**config.mk**
```make
export PLATFORM = sky130hd
export DESIGN_NAME = uart_tx_engine
export DESIGN_NICKNAME = d
export VERILOG_FILES = /design/src/rtl/uart_tx_engine.sv
export SDC_FILE = /design/constraint.sdc
export NUM_CORES = 1
export LEC_CHECK = 0
export BUFFER_PORTS_ARGS = -buffer_cell sky130_fd_sc_hd__buf_2
export CORE_ASPECT_RATIO = 0.75
export CORE_UTILIZATION = 28
export DETAILED_ROUTE_END_ITERATION = 10
export REMOVE_ABC_BUFFERS = 1
export SETUP_SLACK_MARGIN = 0.05
export SLEW_MARGIN = 10
export SYNTH_ARGS = -nofsm -noshare
export SYNTH_HDL_FRONTEND = slang
export SYNTH_SLANG_ARGS = --single-unit
```
**constraint.sdc**
```tcl
create_clock -name CLK -period 5.3 [get_ports CLK]
set_input_delay 0.795 -clock CLK [delete_from_list [all_inputs] [get_ports CLK]]
set_output_delay 0.795 -clock CLK [all_outputs]
set_load 0.05 [all_outputs]
```
**src/rtl/uart_tx_engine.sv**
```systemverilog
// uart_tx_engine: 8-bit UART transmitter (8N1). Each bit lasts BPS_DIV clocks.
// Optional feature macro: UART_TX_PARITY_EN. When it is defined, an even-parity
// bit is sent between the last data bit and the stop bit (8E1).
// Handshake: the upstream controller holds TX_En_Sig high until it sees
// TX_Done_Sig. TX_Done_Sig is a one-cycle pulse at the end of each frame.
module uart_tx_engine #(
  parameter int unsigned BPS_DIV = 434
) (
  input  logic       CLK,
  input  logic       RSTn,
  input  logic       TX_En_Sig,
  input  logic [7:0] TX_Data,
  output logic       TX_Done_Sig,
  output logic       TX_Busy,
  output logic       TX_Pin_Out
);

  typedef enum logic [2:0] {
    S_IDLE,
    S_START,
    S_DATA,
`ifdef UART_TX_PARITY_EN
    S_PARITY,
`endif
    S_STOP,
    S_DONE
  } state_t;

  localparam logic [15:0] LP_DIV_M1 = 16'(BPS_DIV - 1);

  state_t      r_state;
  logic [15:0] r_cnt;
  logic [2:0]  r_bit_idx;
  logic [7:0]  r_shift;
  logic        r_pin;
  logic        r_busy;
  logic        r_done;
`ifdef UART_TX_PARITY_EN
  logic        r_parity;
`endif

  logic        w_bit_end;

  // The current bit ends when the counter reaches its last cycle.
  assign w_bit_end = (r_cnt == LP_DIV_M1);

  // Frame sequencer: the state, the counters, the shift register and all the outputs are registered here.
  always_ff @(posedge CLK) begin
    if (!RSTn) begin
      r_state   <= S_IDLE;
      r_cnt     <= '0;
      r_bit_idx <= '0;
      r_shift   <= '0;
      r_pin     <= 1'b1;
      r_busy    <= 1'b0;
      r_done    <= 1'b0;
`ifdef UART_TX_PARITY_EN
      r_parity  <= 1'b0;
`endif
    end else begin
      unique case (r_state)
        S_IDLE: begin
          r_cnt     <= '0;
          r_bit_idx <= '0;
          r_done    <= 1'b0;
          if (TX_En_Sig) begin
            r_shift  <= TX_Data;
`ifdef UART_TX_PARITY_EN
            r_parity <= ^TX_Data;
`endif
            r_pin    <= 1'b0;
            r_busy   <= 1'b1;
            r_state  <= S_START;
          end else begin
            r_pin  <= 1'b1;
            r_busy <= 1'b0;
          end
        end

        // The shift register moves right as each bit goes out. The next line
        // value is always r_shift[0], so no mux on the bit index is needed.
        S_START: begin
          if (w_bit_end) begin
            r_cnt   <= '0;
            r_pin   <= r_shift[0];
            r_shift <= {1'b0, r_shift[7:1]};
            r_state <= S_DATA;
          end else begin
            r_cnt <= r_cnt + 16'd1;
          end
        end

        S_DATA: begin
          if (w_bit_end) begin
            r_cnt <= '0;
            if (r_bit_idx == 3'd7) begin
`ifdef UART_TX_PARITY_EN
              r_pin   <= r_parity;
              r_state <= S_PARITY;
`else
              r_pin   <= 1'b1;
              r_state <= S_STOP;
`endif
            end else begin
              r_bit_idx <= r_bit_idx + 3'd1;
              r_pin     <= r_shift[0];
              r_shift   <= {1'b0, r_shift[7:1]};
            end
          end else begin
            r_cnt <= r_cnt + 16'd1;
          end
        end

`ifdef UART_TX_PARITY_EN
        S_PARITY: begin
          if (w_bit_end) begin
            r_cnt   <= '0;
            r_pin   <= 1'b1;
            r_state <= S_STOP;
          end else begin
            r_cnt <= r_cnt + 16'd1;
          end
        end
`endif

        S_STOP: begin
          if (w_bit_end) begin
            r_cnt   <= '0;
            r_done  <= 1'b1;
            r_state <= S_DONE;
          end else begin
            r_cnt <= r_cnt + 16'd1;
          end
        end

        S_DONE: begin
          r_done  <= 1'b0;
          r_busy  <= 1'b0;
          r_pin   <= 1'b1;
          r_state <= S_IDLE;
        end

        default: begin
          r_cnt     <= '0;
          r_bit_idx <= '0;
          r_pin     <= 1'b1;
          r_busy    <= 1'b0;
          r_done    <= 1'b0;
          r_state   <= S_IDLE;
        end
      endcase
    end
  end

  assign TX_Pin_Out  = r_pin;
  assign TX_Busy     = r_busy;
  assign TX_Done_Sig = r_done;

endmodule

```
# Yosys cells after proc, flatten, opt, wreduce, memory -nomap -nowiden
# Cells that the tools add are included.
# word_totals
input_bits	11
output_inout_bits	3
ram_bits	0
n_memories	0
elab_cells	59
register_bits	33
romBits	0
latchBits	0
# op_classes
mux	25
shifts	0
reduce_logical	10
n_div	0
bitwise	3
order_cmp	0
eq_ne	12
multipliers	0
addsub	2
# op_table
cell	count
$mux W8	4
$pmux W16 S2	1
$pmux W8 S3	1
$mux W3	7
$add A16 B1 Y16 const B	1
$eq A16 B9 Y1 const B	1
$mux W16	1
$ne A2 B2 Y1 const B	6
$pmux W3 S4	1
$reduce_and A5 Y1	2
$eq A3 B2 Y1 const B	2
$eq A3 B3 Y1 const B	2
$mux W1	6
$pmux W3 S2	1
$reduce_and A3 Y1	2
$reduce_or A3 Y1	2
$pmux W1 S2	2
$pmux W1 S4	1
$add A3 B1 Y3 const B	1
$eq A3 B1 Y1 const B	1
$logic_not A3 Y1	1
$not A1 Y1	3
$reduce_bool A3 Y1	1
$reduce_and A2 Y1	1
$reduce_or A2 Y1	1

# Depth between registers and ports, before layout
# depth
ltp_word	4
ltp_mapped	8
ltp_nobuf	7

# Worst setup path before layout
# No wires, ideal clock.
# synth_path
kind	reg2reg
from	reg r_bit_idx[0]
to	reg r_shift[5]
required_time_ns	5.221
path_buffers	1
stages_incl_launch_ff	9
period_less_slack_ns	1.915
setup_time_ns	0.079
arrival_time_ns	1.835
slack_ns	3.385
cell_sequence	dfxtp_1 -> ha_1 -> ha_1 -> or4b_1 -> o31a_1 -> a21oi_4 -> buf_6 -> nor2_1 -> a211oi_2
# synth_between
elab_chain_len	3
# synth_lines
item	line	rtl
start: declaration	33	logic [2:0] r_bit_idx;
start signal: assignment	105	r_bit_idx <= r_bit_idx + 3'd1;
$eq A3 B3 Y1	96	if (r_bit_idx == 3'd7) begin
$ne A2 B2 Y1 (no source line)	-	
$reduce_and A5 Y1 (no source line)	-	
end signal: assignment	67	r_shift <= TX_Data;
end signal: assignment	86	r_shift <= {1'b0, r_shift[7:1]};
end signal: assignment	107	r_shift <= {1'b0, r_shift[7:1]};
end: declaration	34	logic [7:0] r_shift;
# No other way between the ends.
# A chain may end at the register's enable or synchronous reset.

# Worst setup path in the final report
# layout_path
from	reg r_cnt[0]
to	reg r_shift[3]
# layout_between
elab_chain_len	3
word_cells_on_any_way	4
cone_classes	3 x eq/ne; 1 x reduce/logical
# layout_lines
item	line	rtl
start: declaration	32	logic [15:0] r_cnt;
start signal: assignment	89	r_cnt <= r_cnt + 16'd1;
start signal: assignment	110	r_cnt <= r_cnt + 16'd1;
start signal: assignment	132	r_cnt <= r_cnt + 16'd1;
$eq A16 B9 Y1 *	45	assign w_bit_end = (r_cnt == LP_DIV_M1);
$ne A2 B2 Y1 (no source line)	-	
$reduce_and A5 Y1 (no source line) *	-	
# Mark *: on every way between the ends. The rest lies on a longest branch, timed or not.

==> impl_metrics.env <==
export IMPL_start_util_pct=30.19
export IMPL_tightest_slew_ns=0.5866
export IMPL_worstSetupEndpointType="flop"
export IMPL_start_kind="flop"
export IMPL_total_power_uw=493.2
export IMPL_antenna_found_initial=0
export IMPL_drt_iter0_markers=45
export IMPL_place_area_um2=1787
export IMPL_insertion_delay_ns=0.28
export IMPL_io_pins=14
export IMPL_cp_arrival_ns=2.41
export IMPL_path_cells="ha_1, nor3b_1, nand4_1, a21oi_4, nor2_1, a211oi_1"
export IMPL_die_w_um=91.12
export IMPL_critPathRequiredTime_ns=5.50
export IMPL_grt_pass1_vias=1235
export IMPL_placed_cells=273
export IMPL_clockBufferDepth=2
export IMPL_via_per_inst=4.890
export IMPL_core_area_um2=5525
export IMPL_antenna_left=0
export IMPL_grt_use_total_pct=12.07
export IMPL_rows=23
export IMPL_synth_top_area_share_pct=39.61
export IMPL_status="complete, no violations"
export IMPL_setup_violations=0
export IMPL_hold_path_class="flop to flop"
export IMPL_ys_seq_elements=33
export IMPL_dp_hpwl_um=2451
export IMPL_nNetsFinal=220
export IMPL_ctsResizeCount=0
export IMPL_syn_cell_area_um2=1668
export IMPL_finalHoldViolCount=0
export IMPL_cts_sinks=33
export IMPL_design_area_um2=1869
export IMPL_grt_overflow_total=0
export IMPL_cp_top_family="simple AND/OR/NAND/NOR gates"
export IMPL_post_cts_buffers=0
export IMPL_rsz0062_at_grt="no"
export IMPL_synth_top_cell_by_area="dfxtp_1"
export IMPL_cellPowerDensity_nw_per_um2=263.8
export IMPL_tns_ns=0
export IMPL_gp_congestion=0.7465
export IMPL_synthFlopType="dfxtp_1"
export IMPL_htreeDepth=2
export IMPL_area_delta_synth_final_pct=12.08
export IMPL_dr_pass1_iters=4
export IMPL_cts_tree="done"
export IMPL_clkSlewWorstSetupHoldPaths_ns=0.07
export IMPL_seq_area_frac_synth_pct=39.61
export IMPL_cap_viol_max_count=0
export IMPL_cpPeakStageDelay_ns=0.56
export IMPL_worst_setup_path_type="flop to flop"
export IMPL_crit_buf_inv=0
export IMPL_grt_max_degree=16
export IMPL_yosysWarnings=0
export IMPL_die_y_um=68.84
export IMPL_fin_ws_ns=3.090
export IMPL_routed_wl_um=3438
export IMPL_crit_path_top_delay_cell="a21oi_4"
export IMPL_fin_util_pct=33.83
export IMPL_synth_distinct_cells=46
export IMPL_insertedDiodeCount=0
export IMPL_p_leak_nw=0.6876
export IMPL_ir_worst_vdd_v=0.00007057
export IMPL_drc=0
export IMPL_cts_root_buf="clkbuf_8"
export IMPL_period_minus_slack_ns=2.210
export IMPL_drv_slew=0
export IMPL_drive_gt1_share_pct=13.59
export IMPL_grt_pass1_wl_um=5927
export IMPL_io_buffers=13
export IMPL_synthCells=192
export IMPL_yosys_top_cells_area="dfxtp_1 (40%), nor2_1 (7.4%), mux2i_1 (5.4%), xor2_1 (4.2%), nand2_1 (3.6%)"
export IMPL_avgSynthCellArea_um2=8.687
export IMPL_final_cell_count_no_fill=281
export IMPL_async_reset_ff_share_pct=0
export IMPL_post_route_period_util_pct=41.69
export IMPL_wire_per_inst_um=12.23
export IMPL_holdWs_ns=0.4812
export IMPL_pre_cts_ws_ns=3.053
export IMPL_worst_path_max_fanout=15
export IMPL_dr_total_vias=1374
export IMPL_cts_hold_buf=0
export IMPL_numCtsBuffers=5
export IMPL_slew_headroom_pct=60.78
export IMPL_finalClockSkew_ns=0.004937
export IMPL_synth_enable_flop_cells=0
export IMPL_die_area_um2=6273
export IMPL_fmax_mhz=452.6
[worst paths after layout]
path / startpoint / end / slack [ns] / cells past startpoint
min reg2reg: r_shift[7] / r_shift[7] / 0.48 / 2
min: r_shift[7] / r_shift[7] / 0.48 / 2
max: r_cnt[0] / r_shift[3] / 3.09 / 6
max reg2reg: r_cnt[0] / r_shift[3] / 3.09 / 6
[synth_stat cells, drive strengths merged, types with 3 or more instances]
master  count
dfxtp      33
and3        3
nand2      16
buf         4
nor4        3
nand3       7
xnor2       5
o21ai       5
inv         4
nand2b      3
a21oi       9
clkbuf      3
nand4       5
mux2i       9
ha          4
xor2        8
nor2       35
a211oi      8
nor2b       3
[sequential cells by signal (all words and copies together) (netlist names)]
name / count
TX_Busy: 1
TX_Done_Sig: 1
TX_Pin_Out: 1
r_bit_idx: 3
r_cnt: 16
r_shift: 8
r_state: 3
[logic make-up after synthesis]
group | synth area share, %
simple gates | 26.56
mux | 5.402
buf+inv | 3.301
compound gates | 15.30
flops | 39.61
xor+xnor | 6.827
fa+ha+maj | 3.001
[power breakdown]
part,switching [mW],internal [mW],total (mW)
combinational,0.0295,0.0187,0.0483
clock,0.0914,0.0909,0.182
sequential,0.00613,0.256,0.263
[layout make-up]
type / instances / area [µm²]
Clock inverter: 2 / 10.01
Timing Repair Buffer: 13 / 65.06
Sequential cell: 33 / 660.6
Tap cell: 75 / 93.84
Fill cell: 598 / 3656
Multi-Input combinational cell: 148 / 952.2
Clock buffer: 6 / 72.57
Inverter: 4 / 15.01
[tightest hold or removal path, delay by kind of cell (launching register included)]
family	cells	cell delay, ns
flops	1	0.32
simple gates	1	0.05
compound gates	1	0.06
[cells in the final DEF (no fill, tap or decap), types with 2 or more instances in the layout]
cell type,instances
and3_1,3
o22ai_1,2
xor2_1,8
o31a_1,2
dfxtp_1,33
a21oi_1,8
clkbuf_8,5
inv_1,4
or3_1,2
buf_2,13
ha_1,4
a211oi_2,2
nand2_1,16
nand3_1,7
nor2b_1,3
nor2_1,33
clkinv_2,2
o21ai_0,5
mux2i_1,9
xnor2_1,5
nand4_1,5
and4_1,2
nor4_1,3
nand2b_1,3
a211oi_1,6
[metal layers]
metal  vias up  GRT usage, %  wire length [µm]
met3         3         3.289               156
met1       636         17.40              1911
met4         0         4.167                21
met5         -             0                 0
li1        713             -                 -
met2        22         17.14              1348
No activity file was read; power rests on OpenSTA's default activity.
